**src/rtl/data_mem_ctrl_pkg.sv**
```systemverilog
// Shared widths, read-FSM state encoding and latency bound for the data-side
// memory controller.
package data_mem_ctrl_pkg;

  localparam int DataBus     = 32;
  localparam int DataAddrBus = 32;
  localparam int RdLatMax    = 7;
  localparam int CntW        = $clog2(RdLatMax + 1);

  typedef enum logic [1:0] {
    IDLE    = 2'd0,
    RD_WAIT = 2'd1,
    RD_DONE = 2'd2
  } state_t;

endpackage

```
**src/rtl/data_mem_ctrl_if.sv**
```systemverilog
// CPU MEM-stage data port: request/store-data from the CPU, load data and
// stall/error flags back from the controller.
interface data_mem_ctrl_if
  import data_mem_ctrl_pkg::*;
  ();

  logic                   cpu_ce;
  logic                   cpu_we;
  logic [DataAddrBus-1:0] cpu_addr;
  logic [3:0]             cpu_sel;
  logic [DataBus-1:0]     cpu_wdata;
  logic [DataBus-1:0]     cpu_rdata;
  logic                   stall_req;
  logic                   addr_err;

  modport master (
    output cpu_ce, cpu_we, cpu_addr, cpu_sel, cpu_wdata,
    input  cpu_rdata, stall_req, addr_err
  );

  modport slave (
    input  cpu_ce, cpu_we, cpu_addr, cpu_sel, cpu_wdata,
    output cpu_rdata, stall_req, addr_err
  );

endinterface

```
**src/rtl/data_mem_ctrl_wbuf.sv**
```systemverilog
// One-entry posted write buffer; a capture in the same cycle as a drain
// replaces the retiring entry.
module dmem_wbuf
  import data_mem_ctrl_pkg::*;
#(
  parameter int MEM_AW = 16
) (
  input  logic               clk,
  input  logic               rst,
  input  logic               capture,
  input  logic               drain,
  input  logic [MEM_AW-1:0]  new_addr,
  input  logic [3:0]         new_be,
  input  logic [DataBus-1:0] new_data,
  output logic               wb_valid,
  output logic [MEM_AW-1:0]  wb_addr,
  output logic [3:0]         wb_be,
  output logic [DataBus-1:0] wb_data
);

  always_ff @(posedge clk or negedge rst) begin
    if (!rst) begin
      wb_valid <= 1'b0;
      wb_addr  <= '0;
      wb_be    <= '0;
      wb_data  <= '0;
    end else begin
      wb_valid <= capture | (wb_valid & ~drain);
      if (capture) begin
        wb_addr <= new_addr;
        wb_be   <= new_be;
        wb_data <= new_data;
      end
    end
  end

endmodule

```
**src/rtl/data_mem_ctrl.sv**
```systemverilog
// Data memory controller: range check, posted-write drain, and a read FSM that
// stalls the pipeline for the fixed SRAM read latency.
module data_mem_ctrl
  import data_mem_ctrl_pkg::*;
#(
  parameter int RD_LAT = 2,
  parameter int MEM_AW = 16
) (
  input  logic               clk,
  input  logic               rst,
  data_mem_ctrl_if.slave     cpu,
  output logic               sram_ce,
  output logic               sram_we,
  output logic [MEM_AW-1:0]  sram_addr,
  output logic [3:0]         sram_be,
  output logic [DataBus-1:0] sram_wdata,
  input  logic [DataBus-1:0] sram_rdata
);

  state_t              state, state_nxt;
  logic [CntW-1:0]     cnt, cnt_nxt;
  logic [DataBus-1:0]  rdata_q;
  logic                err, ld_req, st_req, capture, drain, rd_capture;
  logic                stall, port_ce, port_we;
  logic [MEM_AW-1:0]   port_addr, word_addr;
  logic [3:0]          port_be;
  logic [DataBus-1:0]  port_wdata;
  logic                wb_valid;
  logic [MEM_AW-1:0]   wb_addr;
  logic [3:0]          wb_be;
  logic [DataBus-1:0]  wb_data;

  assign err       = cpu.cpu_ce & ((cpu.cpu_addr >> (MEM_AW + 2)) != '0);
  assign word_addr = cpu.cpu_addr[MEM_AW+1:2];
  assign ld_req    = cpu.cpu_ce & ~cpu.cpu_we & ~err;
  assign st_req    = cpu.cpu_ce & cpu.cpu_we & ~err & (cpu.cpu_sel != '0);
  assign capture   = (state == IDLE) & st_req;
  assign drain     = (state == IDLE) & wb_valid;

  dmem_wbuf #(.MEM_AW(MEM_AW)) u_wbuf (
    .clk      (clk),
    .rst      (rst),
    .capture  (capture),
    .drain    (drain),
    .new_addr (word_addr),
    .new_be   (cpu.cpu_sel),
    .new_data (cpu.cpu_wdata),
    .wb_valid (wb_valid),
    .wb_addr  (wb_addr),
    .wb_be    (wb_be),
    .wb_data  (wb_data)
  );

  // A pending drain owns the port, so a load waits in IDLE until the buffer
  // is empty; this keeps read-after-write coherent without forwarding.
  always_comb begin
    state_nxt  = state;
    cnt_nxt    = cnt;
    stall      = 1'b0;
    rd_capture = 1'b0;
    port_ce    = 1'b0;
    port_we    = 1'b0;
    port_addr  = '0;
    port_be    = '0;
    port_wdata = '0;
    case (state)
      IDLE: begin
        if (wb_valid) begin
          port_ce    = 1'b1;
          port_we    = 1'b1;
          port_addr  = wb_addr;
          port_be    = wb_be;
          port_wdata = wb_data;
          stall      = ld_req;
        end else if (ld_req) begin
          port_ce   = 1'b1;
          port_addr = word_addr;
          port_be   = cpu.cpu_sel;
          stall     = 1'b1;
          cnt_nxt   = CntW'(RD_LAT - 1);
          state_nxt = RD_WAIT;
        end
      end
      RD_WAIT: begin
        stall = 1'b1;
        if (cnt == '0) begin
          rd_capture = 1'b1;
          state_nxt  = RD_DONE;
        end else begin
          cnt_nxt = cnt - 1'b1;
        end
      end
      RD_DONE: state_nxt = IDLE;
      default: state_nxt = IDLE;
    endcase
  end

  always_ff @(posedge clk or negedge rst) begin
    if (!rst) begin
      state   <= IDLE;
      cnt     <= '0;
      rdata_q <= '0;
    end else begin
      state <= state_nxt;
      cnt   <= cnt_nxt;
      if (rd_capture) rdata_q <= sram_rdata;
    end
  end

  // Combinational outputs are forced quiet while reset is held.
  assign cpu.stall_req = rst & stall;
  assign cpu.addr_err  = err;
  assign cpu.cpu_rdata = rdata_q;
  assign sram_ce       = rst & port_ce;
  assign sram_we       = rst & port_we;
  assign sram_addr     = rst ? port_addr : '0;
  assign sram_be       = rst ? port_be : '0;
  assign sram_wdata    = rst ? port_wdata : '0;

endmodule

```
**src/flat_wrapper.sv**
```systemverilog
// flat-port wrapper written by rule: the top's interface ports become plain ports
module data_mem_ctrl_flat import data_mem_ctrl_pkg::*;
#(
  parameter int RD_LAT = 2,
  parameter int MEM_AW = 16
)
  (clk, rst, sram_ce, sram_we, sram_addr, sram_be, sram_wdata, sram_rdata, cpu_cpu_ce, cpu_cpu_we, cpu_cpu_addr, cpu_cpu_sel, cpu_cpu_wdata, cpu_cpu_rdata, cpu_stall_req, cpu_addr_err);
  data_mem_ctrl_if cpu_i ();
  input  logic clk;
  input  logic rst;
  output logic sram_ce;
  output logic sram_we;
  output logic [MEM_AW-1:0] sram_addr;
  output logic [3:0] sram_be;
  output logic [DataBus-1:0] sram_wdata;
  input  logic [DataBus-1:0] sram_rdata;
  input wire logic [$bits(cpu_i.cpu_ce)-1:0] cpu_cpu_ce;
  input wire logic [$bits(cpu_i.cpu_we)-1:0] cpu_cpu_we;
  input wire logic [$bits(cpu_i.cpu_addr)-1:0] cpu_cpu_addr;
  input wire logic [$bits(cpu_i.cpu_sel)-1:0] cpu_cpu_sel;
  input wire logic [$bits(cpu_i.cpu_wdata)-1:0] cpu_cpu_wdata;
  output wire logic [$bits(cpu_i.cpu_rdata)-1:0] cpu_cpu_rdata;
  output wire logic [$bits(cpu_i.stall_req)-1:0] cpu_stall_req;
  output wire logic [$bits(cpu_i.addr_err)-1:0] cpu_addr_err;
  assign cpu_i.cpu_ce = cpu_cpu_ce;
  assign cpu_i.cpu_we = cpu_cpu_we;
  assign cpu_i.cpu_addr = cpu_cpu_addr;
  assign cpu_i.cpu_sel = cpu_cpu_sel;
  assign cpu_i.cpu_wdata = cpu_cpu_wdata;
  assign cpu_cpu_rdata = cpu_i.cpu_rdata;
  assign cpu_stall_req = cpu_i.stall_req;
  assign cpu_addr_err = cpu_i.addr_err;
  data_mem_ctrl #(.RD_LAT(RD_LAT), .MEM_AW(MEM_AW)) u_core (.clk(clk), .rst(rst), .cpu(cpu_i), .sram_ce(sram_ce), .sram_we(sram_we), .sram_addr(sram_addr), .sram_be(sram_be), .sram_wdata(sram_wdata), .sram_rdata(sram_rdata));
endmodule
```
**config.mk**
```make
export PLATFORM = sky130hd
export DESIGN_NAME = data_mem_ctrl_flat
export DESIGN_NICKNAME = d
export VERILOG_FILES = /design/src/rtl/data_mem_ctrl_pkg.sv /design/src/rtl/data_mem_ctrl_if.sv /design/src/rtl/data_mem_ctrl_wbuf.sv /design/src/rtl/data_mem_ctrl.sv /design/src/flat_wrapper.sv
export SDC_FILE = /design/constraint.sdc
export NUM_CORES = 1
export LEC_CHECK = 0
export CAP_MARGIN = 10
export CORE_MARGIN = 5
export CORE_UTILIZATION = 42
export DETAILED_ROUTE_END_ITERATION = 16
export PLACE_DENSITY_LB_ADDON = 0.2
export SLEW_MARGIN = 20
export SYNTH_ARGS = -nofsm -noshare
export SYNTH_HDL_FRONTEND = slang
export SYNTH_SLANG_ARGS = --single-unit
```
**constraint.sdc**
```tcl
create_clock -name clk -period 2.4 [get_ports clk]
set_input_delay 0.48 -clock clk [delete_from_list [all_inputs] [get_ports clk]]
set_output_delay 0.48 -clock clk [all_outputs]
set_load 0.02 [all_outputs]
```
==> results of run 1 <==
-- cell type report --
cell class,instances,area [um^2]
Sequential cell,90,2250
Inverter,4,15.0
Tap cell,133,166
Fill cell,724,3130
Clock inverter,5,77.6
Multi-Input combinational cell,179,1860
Timing Repair Buffer,214,2080
Clock buffer,11,141
-- power breakdown --
group / switching [uW] / internal (uW) / total (uW)
clock: 521 / 612 / 1130
combinational: 77.3 / 152 / 229
sequential: 1.54 / 1520 / 1520
-- repair_timing --
| action | 4_1_cts | 5_1_grt |
|---|---|---|
| setup buffers | 5 | 0 |
| hold endpoints to repair | 0 | 0 |
| pin swaps | 9 | 7 |
| resized for setup | 212 | 45 |
| setup endpoints to repair | 94 | 50 |
| cloned | 2 | 0 |
-- per-stage QoR --
stage | worst slack, ns | util | TNS (ns) | hold WS (ns)
2_1_floorplan | 0.221 | - | 0 | 0.184
3_3_place_gp | -0.810 | 0.655 | -38.04 | 0.404
3_5_place_dp | -0.857 | 0.655 | -39.44 | 0.409
4_1_cts | -0.163 | 0.687 | -2.42 | 0.0173
5_1_grt | -0.125 | 0.678 | -1.98 | 0.0335
6_report | -0.0330 | 0.678 | -0.209 | 0.0379
-- logic make-up after synthesis --
kind of cell | after synthesis
multiplexers | 84
buffers and inverters | 21
adder cells (fa/ha/maj) | 2
AO/OA/AOI/OAI | 30
flip-flops | 90
AND/OR/NAND/NOR | 63
-- worst paths after layout --
path	startpoint	endpoint	slack [ns]
worst max register to register	u_core.state[1]$_DFFE_PN0P_	u_core.u_wbuf.wb_addr[6]$_DFFE_PN0P_	0.36
worst max-delay path	cpu_cpu_addr[29]	sram_be[3]	-0.03
worst min-delay path	rst	u_core.u_wbuf.wb_addr[8]$_DFFE_PN0P_	0.04
min in group clk	u_core.u_wbuf.wb_data[5]$_DFFE_PN0P_	u_core.u_wbuf.wb_data[5]$_DFFE_PN0P_	0.50
max in group asynchronous	rst	u_core.cpu.cpu_rdata[2]$_DFFE_PN0P_	1.40
worst min register to register	u_core.u_wbuf.wb_data[5]$_DFFE_PN0P_	u_core.u_wbuf.wb_data[5]$_DFFE_PN0P_	0.50
-- metal layers --
layer  wire length [um]  global-route usage  vias to the layer above
li1                   -                   -                     1457
met4                124              0.0632                        0
met2               5160               0.309                      138
met3               1410              0.0863                        9
met5                  0                   0                        -
met1               4530               0.234                     1520
-- Yosys cell counts --
cell / count
mux2_4: 49
a21oi_1: 2
or2_2: 1
inv_1: 4
nand4_1: 2
o21a_1: 1
nor3_1: 3
nor2b_1: 2
buf_2: 3
nor3b_1: 1
a21o_1: 1
o21ai_0: 3
nor4b_1: 2
nor4_4: 1
nor4_1: 1
and2_2: 1
clkbuf_1: 9
o311a_1: 1
dfrtp_1: 90
buf_6: 5
nor2_1: 6
ha_1: 2
a22o_1: 20
o311ai_0: 2
nor4_2: 3
and2_1: 34
nand2_1: 6
mux2_2: 35
-- flip-flops by register name (all words and copies together) (netlist names), named ones only --
signal and flops:
u_core.u_wbuf.wb_be 4, u_core.cnt 3, u_core.u_wbuf.wb_data 32, u_core.state 2, u_core.u_wbuf.wb_addr 16, u_core.cpu.cpu_rdata 32
-- worst reg2reg max path, stage by stage (launching register included) --
cell and delay, ns:
dfrtp_1 0.38, buf_4 0.17, or2_2 0.33, nor4_4 0.29, buf_4 0.26, buf_4 0.18
mux2_4 0.30
-- cells in the final DEF, fill, tap and decap left out, types with 3 or more instances in the layout --
master / Yosys / final
a22o_1: 20 / 20
nor2_1: 6 / 4
clkbuf_8: 0 / 10
nand2_1: 6 / 6
buf_6: 5 / 20
mux2_4: 49 / 49
nor4_4: 1 / 4
clkbuf_2: 0 / 14
o21ai_0: 3 / 3
dlygate4sd2_1: 0 / 9
clkdlybuf4s50_1: 0 / 116
buf_12: 0 / 6
clkdlybuf4s15_1: 0 / 19
mux2_2: 35 / 35
inv_1: 4 / 4
buf_2: 3 / 5
buf_4: 0 / 23
and2_1: 34 / 34
dfrtp_1: 90 / 90
==> reports/qor.csv, run 1 <==
stage,metric,value,unit
status,status,"finished, violations left",
status,failing checks,negative setup slack,
critical_path,crit path kind,in2out,
critical_path,"most used cell, CP",buf_6,
place,GP Congestion,0.727,
routing,detailed-router iteration count before antenna repair,4,
sta,worst rel slew slack,0.486,
pwr,Pwr Total,2880,uW
cts,clk buf depth,2,
cts,worst skew pair latency,0.35,ns
final_layout,Final nets,604,
cts,Root Buffer,clkbuf_8,
sta,worst slew pin tran,0.772,ns
critical_path,CP Launch Type,input port,
yosys,"Seq/Total Area, Yosys",0.540,
critical_path,Bufs and invs on worst path,4,
critical_path,crit end category,primary output,
critical_path,Arrival @ worst endpoint,1.95,ns
critical_path,worst-path cell chain,"clkdlybuf4s15_1, nor4_4, nand4_1, nor3_4, buf_6, buf_12, a22o_1, buf_6",
yosys,dominant cell type by area after synthesis,dfrtp_1,
sta,final worst path period need,2.43,ns
yosys,Post-Synth Simple-Gate Area,0.0963,
yosys,syn nets,396,
cts,Hold Buf Count CTS,0,
yosys,Synth Instances,290,
yosys,largest family of logic cells by synthesized area,multiplexers,
place,Placed Area,6370,um^2
yosys,multiplexer share of the synthesized area,0.271,
floorplanning,Initial Utilization,0.429,
min_path,HP Class,in2async,
yosys,Synth top area share,0.540,
routing,drt wl/cell,17.6,um
flow_run,Max Cap Viol,0,
pwr,largest vdd supply drop,0.268,mV
cts,Inserted Clock Buffers,9,
routing,total number of vias,3124,
yosys,XOR/XNOR share of the synthesized area,0,
pwr,P_leak,0.00311,uW
routing,Vias/cell,4.91,
critical_path,Worst R2R Path Depth,6,
critical_path,"slowest stage delay, CP",0.28,ns
yosys,compound-gate portion of the synthesized area,0.0582,
sta,Clock Skews,0.00849,ns
sta,final hold violation count,0,
yosys,Mapped Area,4170,um^2
floorplanning,die area,12000,um^2
place,Inst Count DP,616,
floorplanning,Core Region,9730,um^2
cts,# H-tree levels,3,
global_route,initial antenna violation count,0,
sta,max-slew violations,0,
floorplanning,Rows,36,
sta,Final Cycle Share,1.01,
global_route,vias in the first global route,3522,
routing,# DRC,0,
sta,# setup viols final,10,
yosys,Yosys reg bits,90,
sta,Fmax,0.411,GHz
final_layout,design area,6600,um^2
critical_path,critical path's slowest cell,nor4_4,
critical_path,stages on the worst setup path,8,
critical_path,Worst EP required,1.92,ns
cts,clock-pin slew on the worst setup and hold paths,0.09,ns
global_route,Global Route Usage Sum,0.193,
yosys,Cell variety after synth,28,
cts,clk sink count,90,
final_layout,# diodes,0,
global_route,largest net degree at the start of global routing,85,
final_layout,layout cells sized above 1,0.356,
final_layout,Post-Layout Cell Count,636,
critical_path,crit-path max FO,5,
place,post-DP HPWL,8210,um
floorplanning,Die W,110,um
global_route,first-pass GRT wire length,17900,um
global_route,Overflow after GRT,0,
yosys,Post-Synth Adder-Cell Area,0.00600,
yosys,synth top area cells,"dfrtp_1, mux2_4, mux2_2, and2_1, a22o_1",
routing,Initial DRC Count,170,
pwr,Cell Pwr Density,437,nW/um^2
sta,final worst setup slack,-0.0330,ns
floorplanning,Die Height,110,um
final_layout,Layout area overhead,58.1,%
yosys,YS warnings,0,
routing,DRT Wirelength,11200,um
sta,unrepaired setup endpoints after global routing,yes,
routing,Post-DRT Antenna Nets,0,
critical_path,"delay-heaviest family, CP",simple AND/OR/NAND/NOR gates,
place,Port Buffer Count,189,
cts,CTS tree,built,
yosys,synthesized area per cell,14.4,um^2
floorplanning,number of top-level pins,192,
(Power assumes the default switching activity.)
==> run 2: changes to the inputs <==
--- a/config.mk
+++ b/config.mk
@@ -6,6 +6,7 @@
 export NUM_CORES = 1
 export LEC_CHECK = 0
 export CAP_MARGIN = 10
+export CORE_ASPECT_RATIO = 0.6
 export CORE_MARGIN = 5
 export CORE_UTILIZATION = 42
 export DETAILED_ROUTE_END_ITERATION = 16
==> reports/qor.csv, run 2 (synthesized netlist as in run 1, its figures left out) <==
stage,metric,value,unit
status,status,"finished, violations left",
status,failing checks,negative setup slack,
pwr,Pwr Total,3280,uW
sta,Setup TNS,-0.243,ns
sta,worst slew pin tran,0.639,ns
critical_path,CP Launch Type,input port,
critical_path,crit end category,primary output,
critical_path,"slowest stage delay, CP",0.30,ns
final_layout,utilization after layout,0.696,
place,Inst Count DP,624,
routing,Vias/cell,4.88,
critical_path,crit-path max FO,5,
critical_path,crit path kind,in2out,
critical_path,Arrival @ worst endpoint,2.02,ns
routing,DRT Wirelength,11500,um
sta,Fmax,0.399,GHz
sta,unrepaired setup endpoints after global routing,yes,
cts,# H-tree levels,3,
critical_path,"most used cell, CP",buf_6,
cts,Root Buffer,clkbuf_16,
place,GP Congestion,0.760,
pwr,Sw Ratio,0.202,
sta,final worst path period need,2.50,ns
cts,clk buf depth,2,
final_layout,# diodes,0,
global_route,Overflow after GRT,0,
floorplanning,Die Height,87.2,um
pwr,P_int,2620,uW
sta,Clock Skews,0.00487,ns
final_layout,Layout area overhead,63.0,%
cts,worst skew pair latency,0.34,ns
floorplanning,Rows,28,
critical_path,worst-path cell chain,"buf_2, nor4_4, nand4_1, nor3_4, buf_6, buf_8, buf_6, a22o_1, buf_6",
final_layout,"most common cell after layout, fill and taps aside",clkdlybuf4s50_1,
sta,final worst setup slack,-0.105,ns
pwr,largest vdd supply drop,0.351,mV
final_layout,register area,2250,um^2
floorplanning,Die W,139,um
place,post-DP HPWL,8250,um
floorplanning,Core Region,9770,um^2
critical_path,Worst R2R Path Depth,7,
routing,drt wl/cell,17.7,um
sta,final hold violation count,0,
pwr,Clk pwr share,0.464,
floorplanning,Initial Utilization,0.427,
final_layout,Post-Layout Cell Count,651,
routing,# DRC,0,
place,pre-CTS setup slack,-0.679,ns
routing,Post-DRT Antenna Nets,0,
global_route,vias in the first global route,3499,
cts,CTS tree,built,
cts,clk sink count,90,
global_route,largest net degree at the start of global routing,52,
pwr,Flop pwr share,0.464,
pwr,Comb pwr share,0.072,
final_layout,Final nets,617,
sta,worst rel slew slack,0.574,
pwr,Psw,661,uW
critical_path,Worst EP required,1.92,ns
cts,Hold Buf Count CTS,0,
cts,clock-pin slew on the worst setup and hold paths,0.06,ns
floorplanning,die area,12100,um^2
sta,Final Cycle Share,1.04,
routing,Initial DRC Count,90,
global_route,initial antenna violation count,0,
final_layout,layout cells sized above 1,0.382,
floorplanning,number of top-level pins,192,
global_route,first-pass GRT wire length,18300,um
cts,Inserted Clock Buffers,9,
flow_run,Max Cap Viol,0,
pwr,P_leak,0.00328,uW
sta,# setup viols final,13,
final_layout,area of the multi-input gates,1860,um^2
final_layout,Fillers,683,
sta,max-slew violations,0,
final_layout,most frequent cells in the layout,"clkdlybuf4s50_1, dfrtp_1, mux2_4",
routing,total number of vias,3174,
pwr,Cell Pwr Density,482,nW/um^2
global_route,Global Route Usage Sum,0.194,
place,Port Buffer Count,189,
routing,detailed-router iteration count before antenna repair,5,
min_path,HP Class,in2async,
critical_path,critical path's slowest cell,nor4_4,
## run 2: cell types whose count changed in the layout (fill, tap and decap cells not counted), moves of 5 or more
cell and delta:
clkdlybuf4s15_1 -14, dlygate4sd2_1 +11, clkbuf_16 +9, clkbuf_8 -9
buf_6 +6, buf_2 +5
## run 2: stage by stage
stage                     hold WS [ns]  instance area, um^2
after floorplan                  0.184                 4170
after global placement           0.482                 6440
after detailed placement         0.488                 6440
after CTS                        0.322                 6850
after global routing             0.357                 6800
final                            0.312                 6800
## run 2: final cells by class
type                       count  share of cell area
sequential                    90               0.331
clock buffer                  10              0.0351
timing repair buffer         227               0.319
multi-input combinational    179               0.274
clock inverter                 6              0.0132
inverter                       4             0.00221
tap                          135              0.0248
## run 2: per-layer routing
metal	global-route usage	wire length, um	vias up
met3	0.113	1480	11
met1	0.235	4720	1539
li1	-	-	1469
met2	0.303	5220	155
met5	0	0	-
met4	0.0426	114	0
## run 2: critical path, delay by kind of cell
kind	cells	cell delay, ns
buffers and inverters	5	0.61
and+or+nand+nor	3	0.80
AOI/OAI and AO/OA	1	0.13
## run 2: path summary, 6_finish.rpt
path	startpoint	to	slack, ns
max in group asynchronous	rst	u_core.u_wbuf.wb_be[3]$_DFFE_PN0P_	1.06
hold reg to reg	u_core.u_wbuf.wb_data[7]$_DFFE_PN0P_	u_core.u_wbuf.wb_data[7]$_DFFE_PN0P_	0.50
setup / recovery	cpu_cpu_addr[20]	sram_addr[15]	-0.10
min in group clk	u_core.u_wbuf.wb_data[7]$_DFFE_PN0P_	u_core.u_wbuf.wb_data[7]$_DFFE_PN0P_	0.50
setup reg to reg	u_core.cnt[0]$_DFFE_PN0P_	u_core.cpu.cpu_rdata[10]$_DFFE_PN0P_	0.32
hold / removal	rst	u_core.state[0]$_DFFE_PN0P_	0.31
## run 2: power by group through the flow
stage | clock network [uW] | registers, uW | logic [uW]
floorplan | 0 | 1550 | 15.1
global placement | 0 | 1550 | 230
detailed placement | 0 | 1550 | 233
CTS | 1560 | 1520 | 237
global route | 1630 | 1520 | 256
finish | 1520 | 1520 | 236
## run 2: timing repair
item / 4_1_cts / 5_1_grt
pin swaps: 4 / 11
resized for setup: 181 / 83
endpoints found under the setup margin: 104 / 53
gates cloned: 1 / 0
buffers inserted: 8 / 4
